--- config.mk ---
export PLATFORM = sky130hd
export DESIGN_NAME = uart_tx_fifo
export DESIGN_NICKNAME = d
export VERILOG_FILES = /design/src/rtl/uart_tx_fifo.sv
export SDC_FILE = /design/constraint.sdc
export NUM_CORES = 1
export LEC_CHECK = 0
export CELL_PAD_IN_SITES_DETAIL_PLACEMENT = 1
export CELL_PAD_IN_SITES_GLOBAL_PLACEMENT = 2
export CORE_UTILIZATION = 30
export DETAILED_ROUTE_END_ITERATION = 8
export GPL_TIMING_DRIVEN = 0
export HOLD_SLACK_MARGIN = 0.05
export PLACE_DENSITY = 0.76
export REMOVE_ABC_BUFFERS = 1
export SLEW_MARGIN = 20
export SYNTH_ARGS = -nofsm -noshare
export SYNTH_HDL_FRONTEND = slang
export SYNTH_SLANG_ARGS = --single-unit
--- constraint.sdc ---
create_clock -name clk_i -period 2 [get_ports clk_i]
set_input_delay 0.2 -clock clk_i [delete_from_list [all_inputs] [get_ports clk_i]]
set_output_delay 0.2 -clock clk_i [all_outputs]
set_load 0.01 [all_outputs]
--- src/rtl/uart_tx_fifo.sv ---
// uart_tx_fifo: drains the sample FIFO and sends each 16-bit word as two 8N1 UART frames, high byte first.
module uart_tx_fifo #(
  parameter int CLKS_PER_BIT = 868,
  parameter int DATA_W       = 16
) (
  input  logic              clk_i,
  input  logic              rst_i,
  input  logic              send_i,
  input  logic              empty_i,
  input  logic [DATA_W-1:0] dato_i,
  output logic              rd_o,
  output logic              tx_o,
  output logic              busy_o,
  output logic              done_o,
  output logic [15:0]       words_sent_o
);
  localparam int CW = $clog2(CLKS_PER_BIT);
  localparam logic [CW-1:0] BAUD_MAX = CW'(CLKS_PER_BIT - 1);
  localparam logic [2:0] IDLE   = 3'd0;
  localparam logic [2:0] REQ    = 3'd1;
  localparam logic [2:0] LOAD   = 3'd2;
  localparam logic [2:0] START  = 3'd3;
  localparam logic [2:0] DATA   = 3'd4;
  localparam logic [2:0] STOP   = 3'd5;
  localparam logic [2:0] FINISH = 3'd6;
  logic [2:0]        r_state;
  logic [2:0]        r_sync;
  logic [CW-1:0]     r_baud;
  logic [2:0]        r_bit;
  logic              r_byte_sel;
  logic [DATA_W-1:0] r_data;
  logic              r_busy;
  logic              r_done;
  logic [15:0]       r_words;
  logic              w_edge;
  logic              w_shift;
  logic              w_tick;
  logic [7:0]        w_byte;
  // r_sync[1:0] is the synchroniser, r_sync[2] the previous sample for edge detect
  assign w_edge  = r_sync[1] & ~r_sync[2];
  assign w_shift = (r_state == START) || (r_state == DATA) || (r_state == STOP);
  assign w_tick  = w_shift && (r_baud == BAUD_MAX);
  assign w_byte  = r_byte_sel ? r_data[7:0] : r_data[15:8];
  assign tx_o    = (r_state == START) ? 1'b0 : (r_state == DATA) ? w_byte[r_bit] : 1'b1;
  assign rd_o    = (r_state == REQ);
  assign busy_o  = r_busy;
  assign done_o  = r_done;
  assign words_sent_o = r_words;
  always_ff @(posedge clk_i or negedge rst_i) begin
    if (!rst_i) begin
      r_state    <= IDLE;
      r_sync     <= '0;
      r_baud     <= '0;
      r_bit      <= '0;
      r_byte_sel <= 1'b0;
      r_data     <= '0;
      r_busy     <= 1'b0;
      r_done     <= 1'b0;
      r_words    <= '0;
    end else begin
      r_sync <= {r_sync[1:0], send_i};
      r_baud <= (w_tick || !w_shift) ? '0 : r_baud + 1'b1;
      r_done <= 1'b0;
      if (r_done) r_busy <= 1'b0;
      case (r_state)
        IDLE: if (w_edge && !r_busy) begin
          r_busy  <= 1'b1;
          r_state <= empty_i ? FINISH : REQ;
        end
        REQ: r_state <= LOAD;
        LOAD: begin
          r_data     <= dato_i;
          r_byte_sel <= 1'b0;
          r_state    <= START;
        end
        START: if (w_tick) begin
          r_bit   <= '0;
          r_state <= DATA;
        end
        DATA: if (w_tick) begin
          r_bit <= r_bit + 1'b1;
          if (r_bit == 3'd7) r_state <= STOP;
        end
        STOP: if (w_tick) begin
          if (!r_byte_sel) begin
            r_byte_sel <= 1'b1;
            r_state    <= START;
          end else begin
            r_words <= r_words + 1'b1;
            r_state <= empty_i ? FINISH : REQ;
          end
        end
        FINISH: begin
          r_done  <= 1'b1;
          r_state <= IDLE;
        end
        default: r_state <= IDLE;
      endcase
    end
  end
endmodule

==> flow_metrics.env <==
export IMPL_hold_viol=0
export IMPL_drtIter0Drc=23
export IMPL_regToRegSetupSlack_ns=-0.05
export IMPL_async_flop_share=1.00
export IMPL_ant_nets=0
export IMPL_holdWs_ns=0.343
export IMPL_cts_buffer_depth=2
export IMPL_p_comb_frac=0.032
export IMPL_synth_edf_count=0
export IMPL_layout_commonest_cell="dfrtp_1"
export IMPL_crit_arrival_ns=2.07
export IMPL_routed_via_density=4.81
export IMPL_clock_latency_ns=0.31
export IMPL_path_clk_slew_ns=0.10
export IMPL_yosys_area_share_simple=0.183
export IMPL_dieArea_sq_um=8970
export IMPL_antenna_found_initial=0
export IMPL_synth_xor_area_frac=0.0782
export IMPL_crit_type="flop to output port"
export IMPL_synth_seq_area_share=0.524
export IMPL_place_congestion=0.736
export IMPL_cp_max_fo=5
export IMPL_drv_cap=0
export IMPL_cts_htree_levels=2
export IMPL_synthCells=216
export IMPL_cp_data_required_time_ns=1.80
export IMPL_slew_headroom=0.550
export IMPL_drive_gt1_frac=0.241
export IMPL_ys_types=41
export IMPL_via_count=1785
export IMPL_p_per_area_nw_per_um2=578
export IMPL_grt_usage=0.135
export IMPL_grt_pass1_wl_mm=9.33
export IMPL_clock_sinks=54
export IMPL_synth_seq_cells=54
export IMPL_yosysWarningCount=0
export IMPL_grt_max_degree=55
export IMPL_layout_nets=289
export IMPL_layout_common_cells="dfrtp_1 (51), clkdlybuf4s50_1 (37), nand2_1 (17), mux2_2 (17), nor2_1 (16)"
export IMPL_insertedDiodeCount=0
export IMPL_wire_per_inst_um=14.6
export IMPL_synthMuxAreaShare=0.126
export IMPL_fin_ws_ns=-0.275
export IMPL_post_route_min_period_ns=2.27
export IMPL_clockPowerShare=0.394
export IMPL_rsz0062_at_grt="yes"
export IMPL_grtUsageMet2=0.226
export IMPL_synth_compound_area_frac=0.0447
export IMPL_p_int_uw=1500
export IMPL_finish_instance_area_sq_um=3300
export IMPL_drv_slew=0
export IMPL_grt_pass1_vias=1888
export IMPL_skew_ns=0.0108
export IMPL_synth_ff_type="dfrtp_1"
export IMPL_gr_total_overflow=0
export IMPL_outcome="complete, but fails checks"
export IMPL_port_buffers=39
export IMPL_ir_drop_mv=0.292
export IMPL_n_fill_cell=914
export IMPL_core_area_sq_um=8260
export IMPL_synth_top_family_by_area="simple AND/OR/NAND/NOR gates"
export IMPL_finalWirelength_mm=5.41
export IMPL_worst_pin_slew_ns=0.676
export IMPL_switchingPower_uw=403
export IMPL_row_count=33
export IMPL_leakagePower_uw=0.00153
export IMPL_syn_area_per_cell_sq_um=11.9
export IMPL_top_usage_layer="met2"
export IMPL_place_detailed_hpwl_mm=3.64
export IMPL_setup_violations=4
export IMPL_first_pass_iters=4
export IMPL_synthAdderAreaFrac=0.0194
export IMPL_area_delta_synth_final_pct=28.0
export IMPL_tritoncts="done"
export IMPL_swShare=0.211
export IMPL_initial_core_util=0.312
export IMPL_cts_root_buf="clkbuf_8"
export IMPL_max_freq_mhz=440
export IMPL_ios=40
export IMPL_synth_area_sq_um=2580
export IMPL_die_w_um=94.7
export IMPL_critPathLaunchType="flop"
export IMPL_fin_crit_sh=1.14
export IMPL_use_met1=0.177
export IMPL_numCtsBuffers=5
export IMPL_hold_path_class="primary input to flop"
export IMPL_violations="negative setup slack"
export IMPL_seq_power_share=0.574
export IMPL_fp_dieH_um=94.7
export IMPL_dpl_instance_area_sq_um=3050
export IMPL_drc=0
export IMPL_grtUsageMet3=0.0242
export IMPL_crit_path_end_kind="output port"
==> registers in the layout (all words and copies together) (netlist names) <==
name / flops
busy_o: 1
done_o: 1
r_baud: 10
r_bit: 3
r_byte_sel: 1
r_data: 16
r_state: 3
r_sync: 3
words_sent_o: 16
==> final timing paths <==
path                       depth (start not counted)                     endpoint              startpoint
min reg2reg                                        0          r_sync[1]$_DFF_PN0_     r_sync[0]$_DFF_PN0_
max in group asynchronous                          2       r_state[0]$_DFFE_PN0P_                   rst_i
min                                                1          r_sync[0]$_DFF_PN0_                  send_i
max                                                5                         tx_o  r_byte_sel$_DFFE_PN0P_
min in group asynchronous                          2        r_data[4]$_DFFE_PN0P_                   rst_i
max reg2reg                                       10  words_sent_o[8]$_DFFE_PN0P_  r_byte_sel$_DFFE_PN0P_
==> per-layer routing <==
layer,up-vias,part of all wire
met5,-,0
met4,0,0.012
met3,5,0.023
met2,26,0.49
met1,890,0.48
li1,864,-
==> per-stage QoR <==
| step | TNS (ns) | total power (uW) | setup slack, ns | instances | utilization |
|---|---|---|---|---|---|
| floorplan | 0 | 1120 | 0.0812 | 210 | - |
| global placement | -63.70 | 1180 | -1.03 | 354 | 0.370 |
| detailed placement | -1.57 | 1180 | -0.488 | 354 | 0.370 |
| CTS | -0.467 | 1940 | -0.303 | 368 | 0.390 |
| global route | -1.12 | 1980 | -0.374 | 371 | 0.400 |
| finish | -0.393 | 1910 | -0.275 | 371 | 0.400 |
==> worst max-delay path, cell delays in order (launching register included) <==
cell and delay [ns]:
dfrtp_2 0.48, mux4_2 0.53, mux4_2 0.48, nor2_1 0.10, nor2_1 0.05, buf_2 0.13
==> power by group through the flow <==
stage	clock network, uW	logic, uW	registers, uW
2_1_floorplan	0	1.95	1120
3_3_place_gp	0	62.9	1120
3_5_place_dp	0	62.0	1120
4_1_cts	777	64.0	1100
5_1_grt	819	69.4	1100
6_report	751	61.1	1100
==> repair_timing <==
item	in CTS	in global routing
resized for setup	7	13
gates cloned	1	0
hold buffers	1	0
buffers inserted	4	3
hold endpoints to repair	54	0
endpoints found under the setup margin	32	32
pin swaps	2	7
==> cell families (layout without fill, tap and decap cells) <==
logic type	after synthesis	count (layout)
and+or+nand+nor	82	83
adders and majority gates	4	4
DFF	54	54
buffers and inverters	10	59
xor gates and xnor gates	23	23
muxes	24	24
AOI/OAI and AO/OA	19	19
==> final cells by class <==
cell class	count	area [sq um]	share of cell area
Sequential cell	54	1360	0.411
Multi-Input combinational cell	153	1240	0.376
Timing Repair Buffer	47	445	0.135
Tap cell	105	131	0.0398
Clock buffer	5	68.8	0.0209
Clock inverter	3	43.8	0.0133
Inverter	4	15.0	0.00455
==> synth_stat cells (all sizes together) (3+ instances only) <==
cell | count | area, sq um
mux4 | 5 | 113
nor2 | 19 | 71.3
and3 | 5 | 33.8
nor3 | 6 | 30.0
inv | 4 | 15.0
nand4 | 4 | 25.0
nand2 | 17 | 63.8
o21ai | 5 | 25.0
dfrtp | 54 | 1350
xor2 | 15 | 131
xnor2 | 8 | 70.1
a21oi | 5 | 25.0
mux2 | 17 | 191
nand3 | 15 | 87.6
clkbuf | 5 | 28.8
ha | 4 | 50.1
nor4 | 3 | 55.1
(Power assumes the default switching activity.)
